File: config.mk
export PLATFORM = sky130hd
export DESIGN_NAME = display_source_mux
export DESIGN_NICKNAME = d
export VERILOG_FILES = /design/src/rtl/display_source_mux.sv
export SDC_FILE = /design/constraint.sdc
export NUM_CORES = 1
export LEC_CHECK = 0
export CAP_MARGIN = 20
export CORE_UTILIZATION = 40
export DETAILED_ROUTE_END_ITERATION = 7
export GPL_ROUTABILITY_DRIVEN = 0
export GPL_TIMING_DRIVEN = 0
export PLACE_DENSITY = 0.75
export SETUP_SLACK_MARGIN = 0.02
export SLEW_MARGIN = 25
export SYNTH_ARGS = -nofsm -noshare
export SYNTH_HDL_FRONTEND = slang
export SYNTH_SLANG_ARGS = --single-unit
File: constraint.sdc
create_clock -name clk -period 2.5 [get_ports clk]
set_input_delay 0.375 -clock clk [delete_from_list [all_inputs] [get_ports clk]]
set_output_delay 0.375 -clock clk [all_outputs]
set_load 0.01 [all_outputs]
File: src/rtl/display_source_mux.sv
// Registered N-channel source selector for the display path.
// Manual channel pick or auto-rotation over enabled channels, with a change strobe.
module display_source_mux #(
   parameter int WIDTH    = 16,
   parameter int CHANNELS = 4,
   parameter int DWELL    = 100_000_000,
   parameter int SEL_W    = $clog2(CHANNELS)
) (
   input  logic                      clk,
   input  logic                      rst_n,
   input  logic                      mode,
   input  logic [SEL_W-1:0]          sel_manual,
   input  logic [CHANNELS-1:0]       chan_enable,
   input  logic [CHANNELS*WIDTH-1:0] group_in,
   output logic [WIDTH-1:0]          group_out,
   output logic [SEL_W-1:0]          active_sel,
   output logic                      switch_strobe
);

   localparam int               CNT_W    = $clog2(DWELL);
   localparam logic [CNT_W-1:0] CNT_LAST = CNT_W'(DWELL - 1);

   logic [CNT_W-1:0] cnt, cnt_next;
   logic [SEL_W-1:0] sel_next, rot_next;
   logic             rot_found, cur_en;

   // Nearest enabled channel after the current one; descending loop lets the smallest offset win.
   always_comb begin
      rot_found = 1'b0;
      rot_next  = active_sel;
      cur_en    = 1'b0;
      for (int k = CHANNELS - 1; k >= 1; k--) begin
         if (chan_enable[(int'(active_sel) + k) % CHANNELS]) begin
            rot_found = 1'b1;
            rot_next  = SEL_W'((int'(active_sel) + k) % CHANNELS);
         end
      end
      for (int i = 0; i < CHANNELS; i++) begin
         if (SEL_W'(i) == active_sel) cur_en = chan_enable[i];
      end
   end

   always_comb begin
      sel_next = active_sel;
      cnt_next = '0;
      if (!mode) begin
         if (int'(sel_manual) < CHANNELS) sel_next = sel_manual;
      end else if (!cur_en && rot_found) begin
         sel_next = rot_next;
      end else if (cnt == CNT_LAST) begin
         // With nothing else enabled the counter still wraps, just without a switch.
         if (rot_found) sel_next = rot_next;
      end else begin
         cnt_next = cnt + 1'b1;
      end
   end

   always_ff @(posedge clk or negedge rst_n) begin
      if (!rst_n) begin
         cnt           <= '0;
         active_sel    <= '0;
         group_out     <= '0;
         switch_strobe <= 1'b0;
      end else begin
         cnt           <= cnt_next;
         active_sel    <= sel_next;
         group_out     <= group_in[int'(sel_next)*WIDTH +: WIDTH];
         switch_strobe <= (sel_next != active_sel);
      end
   end

endmodule

# Word level (Yosys, flattened, before mapping)
# Index checks and enable logic that the tools add are counted.
[op_classes] add_sub_neg=4 magnitude_cmp=3 n_eq_ne=5 shifts=1 mux=26 bitwise_logic=3 reduce_logical=6
[op_table] cell="27-bit 2-to-1 mux" count=3
[op_table] cell="64-bit by 7-bit indexed part select with 16-bit output" count=1
[op_table] cell="27-bit by 1-bit adder with 27-bit output (second input constant)" count=1
[op_table] cell="27-bit == test (second input constant)" count=1
[op_table] cell="2-bit 2-to-1 mux" count=7
[op_table] cell="1-bit 2-to-1 mux" count=13
[op_table] cell="3-bit by 4-bit less-than comparator with 1-bit output (second input constant)" count=3
[op_table] cell="1-bit binary-select mux with 2-bit select" count=3
[op_table] cell="2-bit OR reduction" count=3
[op_table] cell="2-bit adder (second input constant)" count=2
[op_table] cell="2-bit == test (first input constant)" count=2
[op_table] cell="1-bit AND (first input constant)" count=3
[op_table] cell="2-bit by 1-bit adder with 2-bit output (second input constant)" count=1
[op_table] cell="1-bit by 2-bit == test with 1-bit output (first input constant)" count=1
[op_table] cell="2-bit zero test" count=1
[op_table] cell="2-bit inequality test" count=1
[op_table] cell="1-bit logical AND" count=1
[op_table] cell="1-bit zero test" count=1
[word_totals] register_bits=46 inputBits=73 out_inout_bits=19 wordCells=52

# Longest topological paths before layout
[depth] depth_word=14 mapped_depth=12 depth_no_buf=10

# Worst setup path after synthesis
# OpenSTA, ideal clock, no wires.
[synth_timing] path_type="register -> register" start="reg active_sel[0]" end="reg group_out[10]" setup_ps=126 arrival_time_ps=2398 required_ps=2374 setup_slack_ps=-24 path_stages_with_launch=12 n_path_buf=1 period_less_slack_ps=2524 path_cell_list="dfrtp_1 clkinv_1 ha_1 a21oi_1 o21ai_0 a22oi_1 a21oi_2 mux2i_1 nor2_4 buf_6 mux2i_1 mux2i_1"
[synth_between] elab_chain_cells=12 elab_cells_between_ends=33 classes_between="add/sub (3); eq/ne (3); shift (1); mux (23); reduce/logical (3)"
[synth_rtl] item="start: declaration" line="16" rtl="output logic [SEL_W-1:0] active_sel,"
[synth_rtl] item="start signal: assignment" line="66" rtl="active_sel <= sel_next;"
[synth_rtl] item="2-bit adder" line="33, 35"
[synth_rtl] item="1-bit binary-select mux with 2-bit select" line="33" rtl="if (chan_enable[(int'(active_sel) + k) % CHANNELS]) begin"
[synth_rtl] item="1-bit 2-to-1 mux (implied by the code) (2 in a row)" line="33"
[synth_rtl] item="2-bit 2-to-1 mux / 1-bit 2-to-1 mux (equally long branches) (3 in a row)" line="33"
[synth_rtl] item="2-bit 2-to-1 mux" line="52" rtl="if (rot_found) sel_next = rot_next;"
[synth_rtl] item="2-bit 2-to-1 mux" line="50" rtl="end else if (cnt == CNT_LAST) begin"
[synth_rtl] item="2-bit 2-to-1 mux *" line="48" rtl="end else if (!cur_en && rot_found) begin"
[synth_rtl] item="2-bit 2-to-1 mux *" line="46" rtl="if (!mode) begin"
[synth_rtl] item="64-bit by 7-bit indexed part select with 16-bit output *" line="67" rtl="group_out <= group_in[int'(sel_next)*WIDTH +: WIDTH];"
[synth_rtl] item="end signal: assignment" line="67"
[synth_rtl] item="end: declaration" line="15" rtl="output logic [WIDTH-1:0] group_out,"
# Mark *: on every way between the ends. The rest lies on a longest branch, timed or not. The select of a mux whose other input is x is not followed.

# Worst setup path after layout
[layout_timing] start="reg active_sel[1]" end="reg group_out[0]"
# Same word-level chain as after synthesis.

==> run summary <==
Finished Cell Area: 0.00422 mm2
ys flop type: dfrtp_1
EDFF count, synth: 0
sequential element share of the synthesized area: 43.0%
effective utilization at floorplan: 41.9%
placed inst area: 0.00369 mm2
Tcrit/Tclk final: 99.7%
Worst Setup End Kind: flop
DRC violations left: 0
Worst-path clk slew: 0.09 ns
post-synthesis net count: 337
R2R setup slack: 0.007 ns
CTS H-Tree Depth: 2
dpl hpwl: 4820 um
gr usage total: 19.8%
synthesis-stage register bit count: 46
core area: 0.00639 mm2
placed cells: 426
Final Max Tran Viols: 0
clk_lat worst skew: 0.29 ns
GRT overflow: 0
Max Freq: 401 MHz
Leak: 0.00184 uW
Slew @ Worst Pin: 0.618 ns
WP data required: 2.68 ns
endpoints failing setup: 0
Setup WS post-layout: 0.00712 ns
Async SR Flop Fraction: 100%
CTS Hold Bufs: 0
CTS Buf Count: 5
DR pass1 iterations: 4
Netlist cell types: 42
die extent in x: 83.8 um
Mapped Cells: 259
routed via count: 2347
max cap viols: 0
Synth area leaders: dfrtp_1 (43%), mux2i_1 (19%), xor2_1 (4.9%)
final core occ: 66.1%
Die ar.: 0.00702 mm2
reg2reg path depth: 13
count leader, synth: mux2i_1
Tmin final: 2.49 ns
peak supply drop: 0.000656 V
Post-layout nets: 456
Row Count: 29
ratio of cells with drive above 1 in the final layout: 20.3%
initial antenna violation count: 0
status: completed
relative max-transition margin: 58.8%
Synth area leader: dfrtp_1
number of global-route vias before repair: 2373
Max clock buf depth: 2
WL per Instance: 15.3 um
critical path type: reg -> reg
crit-path max FO: 8
via-per-instance ratio: 5.15
Fin. Hold Viols: 0
DRT iter0 DRCs: 169
PD cells: 1030 mW/mm2
WL final: 6980 um
r2r endpoint: group_out[0]$_DFF_PN0_
IO Port Bufs: 89
I/O pin count: 92
RSZ-0062 raised after global routing: true
first-pass GRT wire length: 11000 um
multi-input logic area: 0.00153 mm2
pin count of the biggest net entering global routing: 26
Clock Sinks: 46
syn_area_per_cell: 10.3 um2
antenna-violating nets left: 0
final clock skew: 0.00757 ns
hold crit path type: in -> async
commonest cells in the netlist: mux2i_1 (51), dfrtp_1 (46), nor2_1 (28), xor2_1 (15), nand2_1 (14)
root buf cell: clkbuf_8
synthesis-to-finish area growth: 57.8%
synthesized area: 0.00268 mm2
fill count: 506
Arr. time, crit path: 2.68 ns
share of the synthesized area in the top cell type: 43.0%
worst slack, placed: -0.417 ns
CTS tree: built
worst reg2reg startpoint: active_sel[1]$_DFF_PN0_
register area: 0.00115 mm2
Die Span Y: 83.8 um
Non-Filler Instances: 456
CP Launch Type: flop
# diodes: 0
Syn. warnings: 0
==> worst max-delay path by stage <==
stage | startpoint | endpoint | slack, ns
after floorplan | cnt[0]$_DFF_PN0_ | group_out[10]$_DFF_PN0_ | 0.07
after global placement | chan_enable[3] | group_out[6]$_DFF_PN0_ | -0.40
after detailed placement | chan_enable[3] | group_out[6]$_DFF_PN0_ | -0.42
after CTS | active_sel[1]$_DFF_PN0_ | group_out[6]$_DFF_PN0_ | 0.03
after global routing | active_sel[1]$_DFF_PN0_ | group_out[0]$_DFF_PN0_ | -0.13
final | active_sel[1]$_DFF_PN0_ | group_out[0]$_DFF_PN0_ | 0.007
==> layout make-up <==
type	count	share of cell area [%]
Clock buffer	6	1.96
Buffer	8	1.87
Multi-Input combinational cell	192	36.2
Clock inverter	2	1.42
Timing Repair Buffer	116	28.1
Inverter	9	0.860
Tap cell	77	2.28
Sequential cell	46	27.4
==> through the flow <==
stage / TNS [ns] / power (uW) / hold slack [ns]
floorplan: 0 / 2260 / 0.0794
global placement: -18.49 / 2940 / 0.457
detailed placement: -9.70 / 2970 / 0.426
CTS: 0 / 4020 / 0.106
global route: -0.905 / 4580 / 0.119
finish: 0 / 4350 / 0.0897
==> cell families (layout without fill, tap and decap cells) <==
family	after synthesis	count (layout)	share of synthesized area, %
fa+ha+maj	5	5	2.34
compound gates	25	25	6.22
flops	46	46	43.0
buf+inv	21	141	5.10
mux	51	51	19.1
xor+xnor	25	25	8.19
simple gates	86	86	16.0
==> routing by layer <==
metal	up-vias	wire length, um	track usage [%]
met5	-	0	0
met4	0	54	3.70
met3	7	506	6.33
met2	85	3580	35.4
met1	1117	2840	23.2
li1	1138	-	-
==> what timing repair did <==
item	CTS	global route
buffers inserted	12	12
setup endpoints to repair	39	21
gates cloned	1	1
endpoints found under the hold margin	0	0
pin swaps	2	12
resized for setup	17	37
==> worst max-delay path: stages (launching register included) <==
cell and delay, ns:
dfrtp_2 0.44, buf_6 0.14, inv_2 0.07, ha_4 0.20
inv_2 0.06, o311ai_0 0.15, o22ai_1 0.27, buf_4 0.15
o22ai_1 0.09, nor2_4 0.19, buf_6 0.16, clkbuf_16 0.15
mux2i_1 0.20, mux2i_1 0.10
==> registers in the layout, indices dropped and copies added, names as in the netlist <==
signal         count
switch_strobe      1
active_sel         2
group_out         16
cnt               27
==> placed cells by master, fill, tap and decap left out, types with 4 or more instances in the layout <==
cell type,netlist,final
o21ai_0,6,5
or3_1,4,4
xor2_1,15,15
nand2_1,14,14
nor2_1,28,28
mux2i_2,0,6
dfrtp_1,46,43
mux2i_1,51,42
buf_6,5,7
inv_1,8,6
nand3_1,11,11
xnor2_1,10,10
clkdlybuf4s50_1,0,85
clkbuf_8,0,6
buf_4,0,18
==> power breakdown <==
| group | internal (uW) | switching (uW) | total [uW] |
|---|---|---|---|
| Combinational | 1530 | 1170 | 2690 |
| Clock | 426 | 244 | 671 |
| Sequential | 920 | 63.6 | 983 |
| Total | 2870 | 1470 | 4350 |
(Power assumes the default switching activity.)
==> RTL change: new RTL, same settings <==
The parameter `CHANNELS` goes from 4 to 16.
--- a/src/rtl/display_source_mux.sv
+++ b/src/rtl/display_source_mux.sv
@@ -2,7 +2,7 @@
 // Manual channel pick or auto-rotation over enabled channels, with a change strobe.
 module display_source_mux #(
    parameter int WIDTH    = 16,
-   parameter int CHANNELS = 4,
+   parameter int CHANNELS = 16,
    parameter int DWELL    = 100_000_000,
    parameter int SEL_W    = $clog2(CHANNELS)
 ) (
Ports: changed (resized active_sel, chan_enable, group_in and sel_manual); port bits go from 92 to 300. No check against the original RTL was run, so the function may have changed too.
==> RTL change against the unedited design <==
The flow now finishes with violations (negative setup slack). Design area grew to 3.0 times the old value. Count of clock-buffer cells in the layout shrank 1. Die area grew 140%. Sequential share of layout area shrank 18 points. Wire length grew to 5.3 times the old value. Sequential cell count grew 2. Setup slack lost 2200 ps. Synthesized area grew 150%. Global-route usage grew 19 points. Non-clock buffer count grew 349.
Power is not shown: default switching activity piles up to over one toggle a cycle in this logic, so the estimate is an artifact.
==> RTL change: results (changes against the unedited design) <==
\begin{tabular}{lr}
\hline
Metric & Value \\
\hline
\multicolumn{2}{l}{\textbf{Timing}} \\
Setup tns final & -71770 ps (-71770 ps) \\
Worst slew pin tran & 718.9 ps (+101.0 ps) \\
Final clock skew & 10.53 ps (+2.956 ps) \\
Setup-failing EPs final & 48 (+48) \\
Setup slack after layout & -2167 ps (-2174 ps) \\
\multicolumn{2}{l}{\textbf{Global routing}} \\
GR met1 Demand/Resource & 48.68\% (+25 points) \\
Largest net degree at the start of global routing & 49 (+88\%) \\
Global-route wire length before repair & 49.06 mm (+350\%) \\
GRT Resource Usage Total & 39.19\% (+19 points) \\
Met3 Use GR & 9.568\% (+3.2 points) \\
Antenna violations before repair & 8 (+8) \\
Number of global-route vias before repair & 8300 (+250\%) \\
Met2 Resource Use GR & 62.18\% (+27 points) \\
\multicolumn{2}{l}{\textbf{Route}} \\
WL met1 & 12.87 mm (+350\%) \\
Total met3 wirelength after detailed routing & 4.151 mm (+720\%) \\
Drt pass-1 iters & 8 (+4) \\
Detailed Route WL & 36.71 mm (+430\%) \\
Vias per cell & 6.304 (+22\%) \\
Max layer used & met5 \\
\multicolumn{2}{l}{\textbf{Yosys}} \\
Ranking of synthesized cells by instance count & 80 x sky130\_fd\_sc\_hd\_\_mux2i\_1, 62 x sky130\_fd\_sc\_hd\_\_nand2\_1, 54 x sky130\_fd\_sc\_hd\_\_nor2\_1 \\
Sequential cell area fraction in the yosys report & 18.06\% (-25 points) \\
Area contributors post-synth & sky130\_fd\_sc\_hd\_\_dfrtp\_1 18\%, sky130\_fd\_sc\_hd\_\_mux2i\_1 12\%, sky130\_fd\_sc\_hd\_\_mux4\_2 10\% \\
Net count of the mapped netlist & 1044 (+210\%) \\
Number of different library cells in the post-synthesis netlist & 91 (+120\%) \\
\multicolumn{2}{l}{\textbf{Layout}} \\
Biggest regs & cnt (27), group\_out (16), active\_sel (4) \\
Share of cells above drive strength 1 & 34.09\% (+14 points) \\
\multicolumn{2}{l}{\textbf{Clock network}} \\
Clk Tree Root Cell & sky130\_fd\_sc\_hd\_\_clkbuf\_16 \\
Count of cells resized by post-cts repair & 195 (+178) \\
Number of buffers on the longest clock path & 2 (unchanged) \\
\multicolumn{2}{l}{\textbf{Critical path}} \\
CP Capture Point & group\_out[13] \\
Number of cells on the worst reg-to-reg path & 18 (+5) \\
Worst-path fanout max & 7 (-1) \\
Signal arrival time at the worst endpoint & 4830 ps (+2150 ps) \\
\multicolumn{2}{l}{\textbf{Run status}} \\
Violated checks & negative setup slack \\
Status & complete, but fails checks \\
\multicolumn{2}{l}{\textbf{Placed design}} \\
Detailed placement HPWL & 24.62 mm (+410\%) \\
Worst Setup Slack post-DPL & -3091 ps (-2674 ps) \\
Count of buffers inserted at the top-level ports & 299 (+240\%) \\
\hline
\end{tabular}
## RTL change: kinds of logic after synthesis
logic type / synth area share, %
mux: 26.35
flops: 18.06
simple gates: 18.21
buf+inv: 7.524
compound gates: 21.29
fa+ha+maj: 2.822
xor+xnor: 5.737
## RTL change: layout make-up
class / instances / area [um2]
Clock buffer: 5 / 125.1
Inverter: 50 / 245.2
Clock inverter: 3 / 42.54
Fill cell: 940 / 3207
Sequential cell: 48 / 1209
Buffer: 43 / 586.8
Multi-Input combinational cell: 606 / 6092
Timing Repair Buffer: 430 / 4268
Tap cell: 216 / 270.3
Antenna cell: 5 / 12.51
## RTL change: metrics by stage
stage / instances / hold WS, ps / cell area, um2
global route: 1405 / 146.6 / 12850
detailed placement: 1265 / 428.8 / 10150
finish: 1406 / 94.88 / 12850
CTS: 1369 / 114.4 / 12090
global placement: 1265 / 472.9 / 10150
floorplan: 750 / 79.41 / 6892
## RTL change: critical path, stage by stage (launching register included)
cell	delay (ps)
sky130_fd_sc_hd__dfrtp_2	440
sky130_fd_sc_hd__buf_6	150
sky130_fd_sc_hd__ha_1	340
sky130_fd_sc_hd__a21boi_1	440
sky130_fd_sc_hd__nor2_1	200
sky130_fd_sc_hd__mux2_4	380
sky130_fd_sc_hd__a221o_1	390
sky130_fd_sc_hd__nor4_4	370
sky130_fd_sc_hd__a2bb2oi_4	120
sky130_fd_sc_hd__o221a_1	260
sky130_fd_sc_hd__and2_4	160
sky130_fd_sc_hd__buf_12	150
sky130_fd_sc_hd__buf_12	140
sky130_fd_sc_hd__buf_8	130
sky130_fd_sc_hd__buf_6	110
sky130_fd_sc_hd__mux2i_2	210
sky130_fd_sc_hd__o32ai_2	130
sky130_fd_sc_hd__o21ai_1	270
sky130_fd_sc_hd__nand4_1	130
